### src/rtl/player_input_conditioner.sv
// Per-player key front end: synchronise, debounce, press pulses, command strobe.
// Optional auto-repeat of held keys is built when AUTO_REPEAT_EN is defined.
module player_input_conditioner #(
    parameter int          DEB_CYCLES    = 10000,
    parameter int          REPEAT_CYCLES = 150000,
    parameter logic [4:0]  REPEAT_MASK   = 5'b11110
) (
    input  logic       clk,
    input  logic       rst,
    input  logic [4:0] btn_raw,
    output logic [4:0] btn_level,
    output logic [4:0] press,
    output logic       cmd_valid,
    output logic [2:0] cmd
);

    localparam int DW = $clog2(DEB_CYCLES);
    localparam logic [DW-1:0] DEB_LAST = DW'(DEB_CYCLES - 1);

    logic [4:0]    sync1;
    logic [4:0]    sync2;
    logic [DW-1:0] cnt [5];
    logic [4:0]    rise;
    logic [4:0]    rep_hit;
    logic [4:0]    press_next;
    logic [2:0]    code;

    always_ff @(posedge clk or posedge rst) begin
        if (rst) begin
            sync1 <= '0;
            sync2 <= '0;
        end else begin
            sync1 <= btn_raw;
            sync2 <= sync1;
        end
    end

    for (genvar i = 0; i < 5; i++) begin : g_deb
        always_ff @(posedge clk or posedge rst) begin
            if (rst) begin
                cnt[i]       <= '0;
                btn_level[i] <= 1'b0;
            end else if (sync2[i] == btn_level[i]) begin
                cnt[i] <= '0;
            end else if (cnt[i] == DEB_LAST) begin
                btn_level[i] <= sync2[i];
                cnt[i]       <= '0;
            end else begin
                cnt[i] <= cnt[i] + 1'b1;
            end
        end

        assign rise[i] = sync2[i] & ~btn_level[i] & (cnt[i] == DEB_LAST);
    end

`ifdef AUTO_REPEAT_EN
    localparam int RW = $clog2(REPEAT_CYCLES);
    localparam logic [RW-1:0] REP_LAST = RW'(REPEAT_CYCLES - 1);

    for (genvar i = 0; i < 5; i++) begin : g_rep
        if (REPEAT_MASK[i]) begin : g_on
            logic [RW-1:0] rep_cnt;

            // Level is still low on the initial-press edge, so that clears too.
            always_ff @(posedge clk or posedge rst) begin
                if (rst) begin
                    rep_cnt <= '0;
                end else if (!btn_level[i] || rep_cnt == REP_LAST) begin
                    rep_cnt <= '0;
                end else begin
                    rep_cnt <= rep_cnt + 1'b1;
                end
            end

            assign rep_hit[i] = btn_level[i] & (rep_cnt == REP_LAST);
        end else begin : g_off
            assign rep_hit[i] = 1'b0;
        end
    end
`else
    logic unused_rep;

    assign unused_rep = ^{REPEAT_MASK, 32'(REPEAT_CYCLES)};
    assign rep_hit    = '0;
`endif

    assign press_next = rise | rep_hit;

    always_comb begin
        code = 3'd0;
        for (int i = 4; i >= 0; i--) begin
            if (press[i]) begin
                code = 3'(i + 1);
            end
        end
    end

    always_ff @(posedge clk or posedge rst) begin
        if (rst) begin
            press     <= '0;
            cmd_valid <= 1'b0;
            cmd       <= '0;
        end else begin
            press     <= press_next;
            cmd_valid <= |press;
            cmd       <= code;
        end
    end

endmodule

### config.mk
export PLATFORM = sky130hd
export DESIGN_NAME = player_input_conditioner
export DESIGN_NICKNAME = d
export VERILOG_FILES = /design/src/rtl/player_input_conditioner.sv
export SDC_FILE = /design/constraint.sdc
export NUM_CORES = 1
export LEC_CHECK = 0
export BUFFER_PORTS_ARGS = -buffer_cell sky130_fd_sc_hd__buf_4
export CAP_MARGIN = 20
export CELL_PAD_IN_SITES_DETAIL_PLACEMENT = 0
export CELL_PAD_IN_SITES_GLOBAL_PLACEMENT = 1
export CORE_UTILIZATION = 48
export DETAILED_ROUTE_END_ITERATION = 16
export PLACE_DENSITY_LB_ADDON = 0.2
export SLEW_MARGIN = 20
export SYNTH_ARGS = -nofsm -noshare
export SYNTH_HDL_FRONTEND = slang
export SYNTH_SLANG_ARGS = --single-unit
### constraint.sdc
create_clock -name clk -period 3.3 [get_ports clk]
set_input_delay 0.495 -clock clk [delete_from_list [all_inputs] [get_ports clk]]
set_output_delay 0.495 -clock clk [all_outputs]
set_load 0.01 [all_outputs]
==> results.txt, run 1 <==
multi-input combinational cell area - 0.001821 mm2
relative slew slack - 47.37%
post-cts sizing count - 0
register area - 0.002352 mm2
post-route clock period utilization - 73.27%
worst-margin pin slew - 789.5 ps
final hold vios - 0
Worst VDD drop - 0.2147 mV
share of layout cells above drive strength 1 - 9.888%
Tot GR Track Use - 16.90%
Post-synth EDFFs - 0
final worst slack - 882.2 ps
Die Wd - 96.78 um
RSZ-0062 raised after global routing - false
# rows - 34
TritonCTS clock tree - yes
Mean Syn Cell Area - 10.31 um2
P&R area growth vs syn - 10.97%
Initial Util - 49.44%
first-pass GRT wire length - 12.87 mm
Buf/Inv on CP - 0
Min-Delay Path Class - in2async
most frequent cells in the layout - dfrtp_1, nor2_1, xnor2_1
Leakage - 2.055 nW
DP Wirelength - 4.848 mm
PD cells - 440.4 mW/mm2
Num CTS Buffers - 9
Post-Route Skew - 11.38 ps
Slew Limit Fails - 0
YS warnings - 0
Fin Setup TNS - 0 ps
Peak Freq - 413.6 MHz
status - completed
Max Root-Sink Buffers - 2
register area share after synthesis - 54.56%
wire length per cell - 12.93 um
setup slack at placement - 920.3 ps
setup repair bufs after CTS - 0
vias in the first global route - 2714
Cells after DPL - 538
critical path class - reg2reg
H-Tree Depth - 3
Max-Cap Viols - 0
Slowest Stage Delay on Critical Path - 670 ps
post-synth cell types - 34
final setup fails - 0
Critical Path RT - 3500 ps
via count - 2812
most common cell after layout, fill and taps aside - dfrtp_1
number of fill cells - 782
RePlAce Congestion - 0.7879
drt total wl - 7.153 mm
Tmin final - 2418 ps
CP top delay family - simple AND/OR/NAND/NOR gates
number of register bits inferred by synthesis - 94
ANT cells - 0
worst-path cell chain - ha_1, or4bb_1, nor4_1, or2_0, nor2_1
Post-Layout Cell Count - 553
largest net degree at the start of global routing - 55
total design power - 0.002107 W
slowest CP cell - or2_0
nets - 463
ratio of routed vias to standard cells - 5.085
drt drc - 0
I/O pins - 21
Reg clk slew, reported paths - 90 ps
Setup crit start kind - flip-flop
post-route ant nets - 0
grt ovf - 0
CP arrival - 2620 ps
syn nets - 440
Worst setup EP type - flip-flop
asr flop ratio synth - 100.0%
CP Max Fanout - 14
synthesized netlist cell count - 418
antenna violations before repair - 0
initial DRC count - 56
total die area - 0.009365 mm2
CTS Sinks - 94
root buf cell - clkbuf_8
Mapped Area - 0.004312 mm2
core area - 0.008721 mm2
port buffer count - 20
post-cts hold buffer count - 0
Layout Utilization - 54.86%
Detailed Routing Iterations Pass 1 - 4
Die Y-Extent - 96.78 um
Clock Latency Late Sink - 360 ps
leading register cell type out of synthesis - dfrtp_1
[path summary, 6_finish.rpt]
path                             from       end  slack [ps]  cells after the start
min reg2reg                  sync1[4]  sync2[4]         350                      0
max                           cnt[56]   cnt[58]         880                      5
max reg2reg                   cnt[56]   cnt[58]         880                      5
min                               rst  sync1[3]         180                      2
max in group asynchronous         rst   cnt[31]        2470                      3
min in group clk           btn_raw[1]  sync1[1]         240                      1
[synth_stat cells (2+ instances only)]
master | count | area share [%]
and2_1 | 6 | 0.87
and4b_1 | 2 | 0.46
buf_2 | 3 | 0.35
clkbuf_1 | 4 | 0.35
dfrtp_1 | 94 | 55
ha_1 | 15 | 4.4
inv_1 | 24 | 2.1
mux2_2 | 4 | 1.0
nand2_1 | 19 | 1.7
nand3_1 | 22 | 2.6
nand4_1 | 20 | 2.9
nor2_1 | 88 | 7.7
nor2b_1 | 5 | 0.73
nor3_1 | 20 | 2.3
nor4_1 | 10 | 1.5
nor4bb_1 | 2 | 0.46
or2_0 | 2 | 0.29
or2_2 | 2 | 0.29
or4_1 | 2 | 0.35
or4bb_1 | 2 | 0.52
xnor2_1 | 47 | 9.5
xor2_1 | 13 | 2.6
[metrics by stage]
stage          area (um2)  hold slack, ps
3_3_place_gp         4571           332.0
6_report             4785           178.1
2_1_floorplan        4312           331.2
5_1_grt              4785           205.4
4_1_cts              4785           186.1
3_5_place_dp         4571           334.7
[state kept, by name, indices dropped and copies added, names as in the netlist]
signal     cells
btn_level      5
cnt           70
press          5
sync2          5
cmd            3
cmd_valid      1
sync1          5
[cell families after synthesis]
logic type | Yosys count | synth area share, %
AND/OR/NAND/NOR | 209 | 24.09
multiplexers | 5 | 1.306
adder cells (fa/ha/maj) | 15 | 4.353
AO/OA/AOI/OAI | 2 | 0.2901
XOR/XNOR | 60 | 12.19
flip-flops | 94 | 54.56
buffers and inverters | 33 | 3.221
[per-layer routing]
| layer | GRT usage (%) | share of wire, % | vias up |
|---|---|---|---|
| li1 | - | - | 1425 |
| met1 | 25.45 | 53 | 1351 |
| met2 | 23.89 | 42 | 27 |
| met3 | 4.191 | 2.9 | 9 |
| met4 | 5.511 | 1.3 | 0 |
| met5 | 0 | 0 | - |
[power by group]
group	switching (W)	total, W	leakage (nW)	internal (W)
combinational	0.0000532	0.0000809	0.671	0.0000277
clock	0.000384	0.000830	0.107	0.000446
sequential	0.0000242	0.00120	1.28	0.00117
total	0.000462	0.00211	2.06	0.00165
[area by class of cell]
type	count	share of cell area, %
clock buffer	12	3.033
clock inverter	3	1.438
inverter	24	1.935
multi-input combinational	291	38.05
sequential	94	49.16
tap	108	2.824
timing repair buffer	21	3.556
No activity file was read; power rests on OpenSTA's default activity.
==> run 2: changes to the inputs <==
CORE_UTILIZATION = 44   (was 48)
clock period = 2.1 ns   (was 3.3 ns; I/O delays follow)
==> run 2 against run 1 <==
Net effect: maximum frequency increased by 21%; clock skew fell by 2.3 ps; setup slack got worse by 780 ps; hold slack worse by 140 ps; critical path depth decreased by 1; global-route usage decreased by 0.38 points; design area rose by 2.6%; total power is 56% higher; critical path type unchanged; die area is 8.9% higher.
==> results.txt, run 2 (same netlist as run 1, synthesis figures left out) <==
critical path class - reg2reg
Critical Path RT - 2340 ps (-1160 ps)
Fin Setup TNS - 0 ps (unchanged)
total die area - 0.01020 mm2 (+8.9%)
Min-Delay Path Class - in2async
setup repair bufs after CTS - 0 (unchanged)
initial DRC count - 85 (+52%)
post-cts hold buffer count - 0 (unchanged)
status - completed
r2r endpoint - btn_level[0]
grt ovf - 0 (unchanged)
RSZ-0062 raised after global routing - false
max reg flops - 70 (unchanged)
Reg clk slew, reported paths - 90 ps (about the same)
PD cells - 667.7 mW/mm2 (+52%)
nets - 476 (+2.8%)
antenna violations before repair - 0 (unchanged)
most common cell after layout, fill and taps aside - dfrtp_1
post-route ant nets - 0 (unchanged)
H-Tree Depth - 3 (unchanged)
CP arrival - 2240 ps (-380 ps)
multi-input combinational cell area - 0.001821 mm2 (unchanged)
Max Root-Sink Buffers - 2 (unchanged)
Detailed Routing Iterations Pass 1 - 4 (unchanged)
FF-to-FF path depth - 4 (-1)
CTS Sinks - 94 (unchanged)
Buf/Inv on CP - 0 (unchanged)
final setup fails - 0 (unchanged)
CP Max Fanout - 5 (-9)
core area - 0.009371 mm2 (+7.5%)
worst reg2reg path startpoint - cnt[63]
Slowest Stage Delay on Critical Path - 530 ps (-140 ps)
relative slew slack - 57.08% (+9.7 points)
Die Wd - 101.0 um (+4.4%)
most frequent cells in the layout - dfrtp_1, nor2_1, xnor2_1
Slew Limit Fails - 0 (unchanged)
Setup crit start kind - flip-flop
Max-Cap Viols - 0 (unchanged)
TritonCTS clock tree - yes
Worst VDD drop - 0.3553 mV (+65%)
Initial Util - 46.01% (-3.4 points)
Crit path depth - 4 (-1)
slowest CP cell - or4_1
Post-Route Skew - 9.077 ps (-2.306 ps)
register area - 0.002352 mm2 (unchanged)
share of layout cells above drive strength 1 - 12.66% (+2.8 points)
largest net degree at the start of global routing - 30 (-45%)
CP top delay family - simple AND/OR/NAND/NOR gates
vias in the first global route - 2756 (+1.5%)
P&R area growth vs syn - 13.90%
via count - 2878 (+2.3%)
Tot GR Track Use - 16.52% (-0.38 points)
number of fill cells - 874 (+12%)
crit path from - cnt[63]
post-cts sizing count - 0 (unchanged)
final hold vios - 0 (unchanged)
drt total wl - 7.431 mm (+3.9%)
Leakage - 2.121 nW (+3.2%)
RePlAce Congestion - 0.8394 (+6.5%)
# rows - 35 (+2.9%)
drt drc - 0 (unchanged)
wire length per cell - 12.66 um (-2.1%)
ANT cells - 0 (unchanged)
Die Y-Extent - 101.0 um (+4.4%)
root buf cell - clkbuf_8
ratio of routed vias to standard cells - 4.903 (-3.6%)
DP Wirelength - 5.362 mm (+11%)
Top reg by flops - cnt
first-pass GRT wire length - 12.97 mm (+0.81%)
flop2flop setup slack - 110 ps (-780 ps)
Tmin final - 1994 ps (-423.8 ps)
Clock Latency Late Sink - 350 ps (about the same)
Num CTS Buffers - 9 (unchanged)
worst-margin pin slew - 642.5 ps (-147.1 ps)
I/O pins - 21 (unchanged)
Worst setup EP type - flip-flop
total design power - 0.003279 W (+56%)
post-route clock period utilization - 94.95% (+22 points)
Peak Freq - 501.5 MHz (+21%)
CP Capture Point - btn_level[0]
port buffer count - 20 (unchanged)
worst-path cell chain - or4_1, nor4_1, nor2b_1, mux2_2
==> run 2: cell types whose count changed in the layout (fill, tap and decap cells not counted) <==
cell and change:
buf_12 +1, clkbuf_1 -1, buf_4 +12, inv_4 -1
clkbuf_8 -1, clkinv_2 +3, clkinvlp_4 +1, clkinv_4 -1
==> run 2: layout make-up <==
type | count | share of cell area, %
Clock inverter | 5 | 1.529
Inverter | 24 | 1.911
Tap cell | 129 | 3.287
Sequential cell | 94 | 47.90
Timing Repair Buffer | 34 | 5.707
Clock buffer | 10 | 2.599
Multi-Input combinational cell | 291 | 37.07
==> run 2: metal layers <==
metal  global-route usage [%]  routed length [um]  up-vias
met5                        0                   0        -
met4                    6.355                  88        0
li1                         -                   -     1457
met3                    3.675                 206        8
met2                    24.71                3326       40
met1                    23.41                3810     1373
==> run 2: power breakdown <==
group	total (W)	internal, W	switching, W
clock network	0.00125	0.000659	0.000591
logic	0.000156	0.0000616	0.0000947
registers	0.00187	0.00184	0.0000314
total	0.00328	0.00256	0.000717
==> run 2: per-stage QoR <==
step	instance area, um2	instances	hold WS, ps	util, %	worst slack (ps)
after floorplan	4315	418	331.2	-	106.7
after global placement	4708	572	332.0	50.24	128.4
after detailed placement	4708	572	338.7	50.24	102.1
after CTS	4911	587	44.63	52.40	92.48
after global routing	4911	587	35.84	52.40	10.25
final	4911	587	39.31	52.40	106.0
==> run 2: how the worst min path moves through the flow <==
| stage | startpoint | end | slack (ps) | cells past startpoint |
|---|---|---|---|---|
| after floorplan | sync1[0] | sync2[0] | 330 | 0 |
| after global placement | sync1[1] | sync2[1] | 330 | 0 |
| after detailed placement | sync1[0] | sync2[0] | 340 | 0 |
| after CTS | rst | cnt[64] | 40 | 2 |
| after global routing | btn_raw[1] | sync1[1] | 40 | 1 |
| final | rst | cnt[64] | 40 | 2 |
==> run 3: changes to the inputs <==
BUFFER_PORTS_ARGS = default   (was -buffer_cell sky130_fd_sc_hd__buf_4)
CORE_UTILIZATION = 45   (was 44)
DONT_BUFFER_PORTS = 1   (was default)
==> run 3 against run 2 <==
Net effect: clock power fell by 7%; final cell count decreased by 1.7%; combinational power about the same; critical path depth grew 1; sequential cell count unchanged; sequential share of layout area up 0.74 points; non-clock buffer count shrank 11; total power fell by 2.9%; design area shrank 1.5%; register-to-register slack worse by 90 ps; setup slack worse by 87 ps; count of clock-buffer cells in the layout increased by 2; largest cell class unchanged.
==> results.txt, run 3 (same netlist as run 1, synthesis figures left out) <==
status - completed
grt ovf - 0 (unchanged)
final setup fails - 0 (unchanged)
Post-Route Skew - 10.10 ps (+1.024 ps)
Top reg by flops - cnt
root buf cell - clkbuf_8
RePlAce Congestion - 0.7793 (-7.2%)
Setup crit start kind - flip-flop
Slew Limit Fails - 0 (unchanged)
drt drc - 0 (unchanged)
FF-to-FF path depth - 5 (+1)
total design power - 0.003185 W (-2.9%)
core area - 0.009240 mm2 (-1.4%)
vias in the first global route - 2834 (+2.8%)
ratio of routed vias to standard cells - 4.967 (+1.3%)
post-route clock period utilization - 99.11% (+4.2 points)
Num CTS Buffers - 9 (unchanged)
Die Y-Extent - 99.89 um (-1.1%)
most frequent cells in the layout - dfrtp_1, nor2_1, xnor2_1
Worst setup EP type - flip-flop
I/O pins - 21 (unchanged)
Max-Cap Viols - 0 (unchanged)
post-place instance area - 0.004553 mm2 (-3.3%)
hold path depth - 0
CP Max Fanout - 4 (-1)
r2r endpoint - btn_level[3]
Reg clk slew, reported paths - 90 ps (about the same)
drt total wl - 7.473 mm (+0.57%)
P&R area growth vs syn - 12.16%
Critical Path RT - 2350 ps (about the same)
relative slew slack - 63.98% (+6.9 points)
final hold vios - 0 (unchanged)
via count - 2866 (-0.42%)
RSZ-0062 raised after global routing - true
Clock Latency Late Sink - 360 ps (about the same)
TritonCTS clock tree - yes
total die area - 0.009977 mm2 (-2.2%)
Detailed Routing Iterations Pass 1 - 6 (+2)
Worst Hold End - sync2[2]
Tot GR Track Use - 16.91% (+0.39 points)
Die Wd - 99.89 um (-1.1%)
DP Wirelength - 5.294 mm (-1.3%)
PD cells - 658.5 mW/mm2 (-1.4%)
# rows - 35 (unchanged)
Peak Freq - 480.5 MHz (-4.2%)
port buffer count - 0 (-100%)
most common cell after layout, fill and taps aside - dfrtp_1
H-Tree Depth - 3 (unchanged)
Design Area, Final - 0.004836 mm2 (-1.5%)
critical path class - reg2reg
wire length per cell - 12.95 um (+2.3%)
CTS Sinks - 94 (unchanged)
first-pass GRT wire length - 13.24 mm (+2.1%)
largest net degree at the start of global routing - 39 (+30%)
Max Root-Sink Buffers - 2 (unchanged)
Min-Delay Path Class - reg2reg
CP arrival - 2330 ps (+90 ps)
nets - 465 (-2.3%)
flop2flop setup slack - 20 ps (-90 ps)
worst reg2reg path startpoint - cnt[15]
number of fill cells - 834 (-4.6%)
initial DRC count - 72 (-15%)
post-route ant nets - 0 (unchanged)
worst-margin pin slew - 539.2 ps (-103.3 ps)
Initial Util - 46.66% (+0.65 points)
max reg flops - 70 (unchanged)
share of layout cells above drive strength 1 - 10.27% (-2.4 points)
antenna violations before repair - 0 (unchanged)
Tmin final - 2081 ps (+87.37 ps)
Worst Hold Launch - sync1[2]
Worst VDD drop - 0.4403 mV (+24%)
ANT cells - 0 (unchanged)
Leakage - 2.039 nW (-3.9%)
## run 3: layout make-up
class | instances | area, um2 | share of cell area [%]
flip-flops and latches | 94 | 2352 | 48.64
multi-input cells | 291 | 1833 | 37.90
repair buffers | 23 | 200.2 | 4.140
clock buffers | 12 | 165.2 | 3.415
well taps | 129 | 161.4 | 3.338
inverters | 24 | 93.84 | 1.940
clock inverters | 4 | 30.03 | 0.6210
## run 3: per-stage QoR
step / setup WS (ps) / TNS, ps / hold slack (ps) / cells / util (%)
2_1_floorplan: 106.7 / 0 / 331.2 / 418 / -
3_3_place_gp: 85.12 / 0 / 253.8 / 553 / 49.28
3_5_place_dp: 47.44 / 0 / 263.4 / 553 / 49.28
4_1_cts: 35.40 / 0 / 357.9 / 575 / 52.04
5_1_grt: -51.46 / -381.3 / 361.0 / 577 / 52.34
6_report: 18.65 / 0 / 353.2 / 577 / 52.34
## run 3: repair_timing
item | CTS | global route
hold endpoints to repair | 26 | 0
gates resized for setup | 0 | 3
setup buffers | 0 | 2
setup endpoints to repair | 0 | 6
hold buffers | 6 | 0
## run 3: report_power, final
part / total (W) / leakage [nW] / switching [W] / internal, W
Clock: 0.00116 / 0.0986 / 0.000626 / 0.000530
Sequential: 0.00187 / 1.28 / 0.0000331 / 0.00184
Combinational: 0.000154 / 0.663 / 0.0000939 / 0.0000600
## run 3: how the worst max path moves through the flow
stage	start	end	depth (start not counted)
after floorplan	cnt[14]	btn_level[3]	5
after global placement	cnt[15]	btn_level[3]	5
after detailed placement	cnt[15]	btn_level[3]	5
after CTS	cnt[15]	btn_level[3]	5
after global routing	cnt[15]	btn_level[3]	5
final	cnt[15]	btn_level[3]	5
## run 3: layer usage
metal	global-route usage [%]	part of all wire, %
met4	5.204	1.2
met5	0	0
met3	4.457	3.3
met2	25.41	45
met1	24.01	50
## run 3: critical path, cell delays in order, from the launching register on
cell	delay, ps
dfrtp_1	400
ha_2	190
or4bb_1	400
or4_4	560
nor2_4	130
mux2_4	290
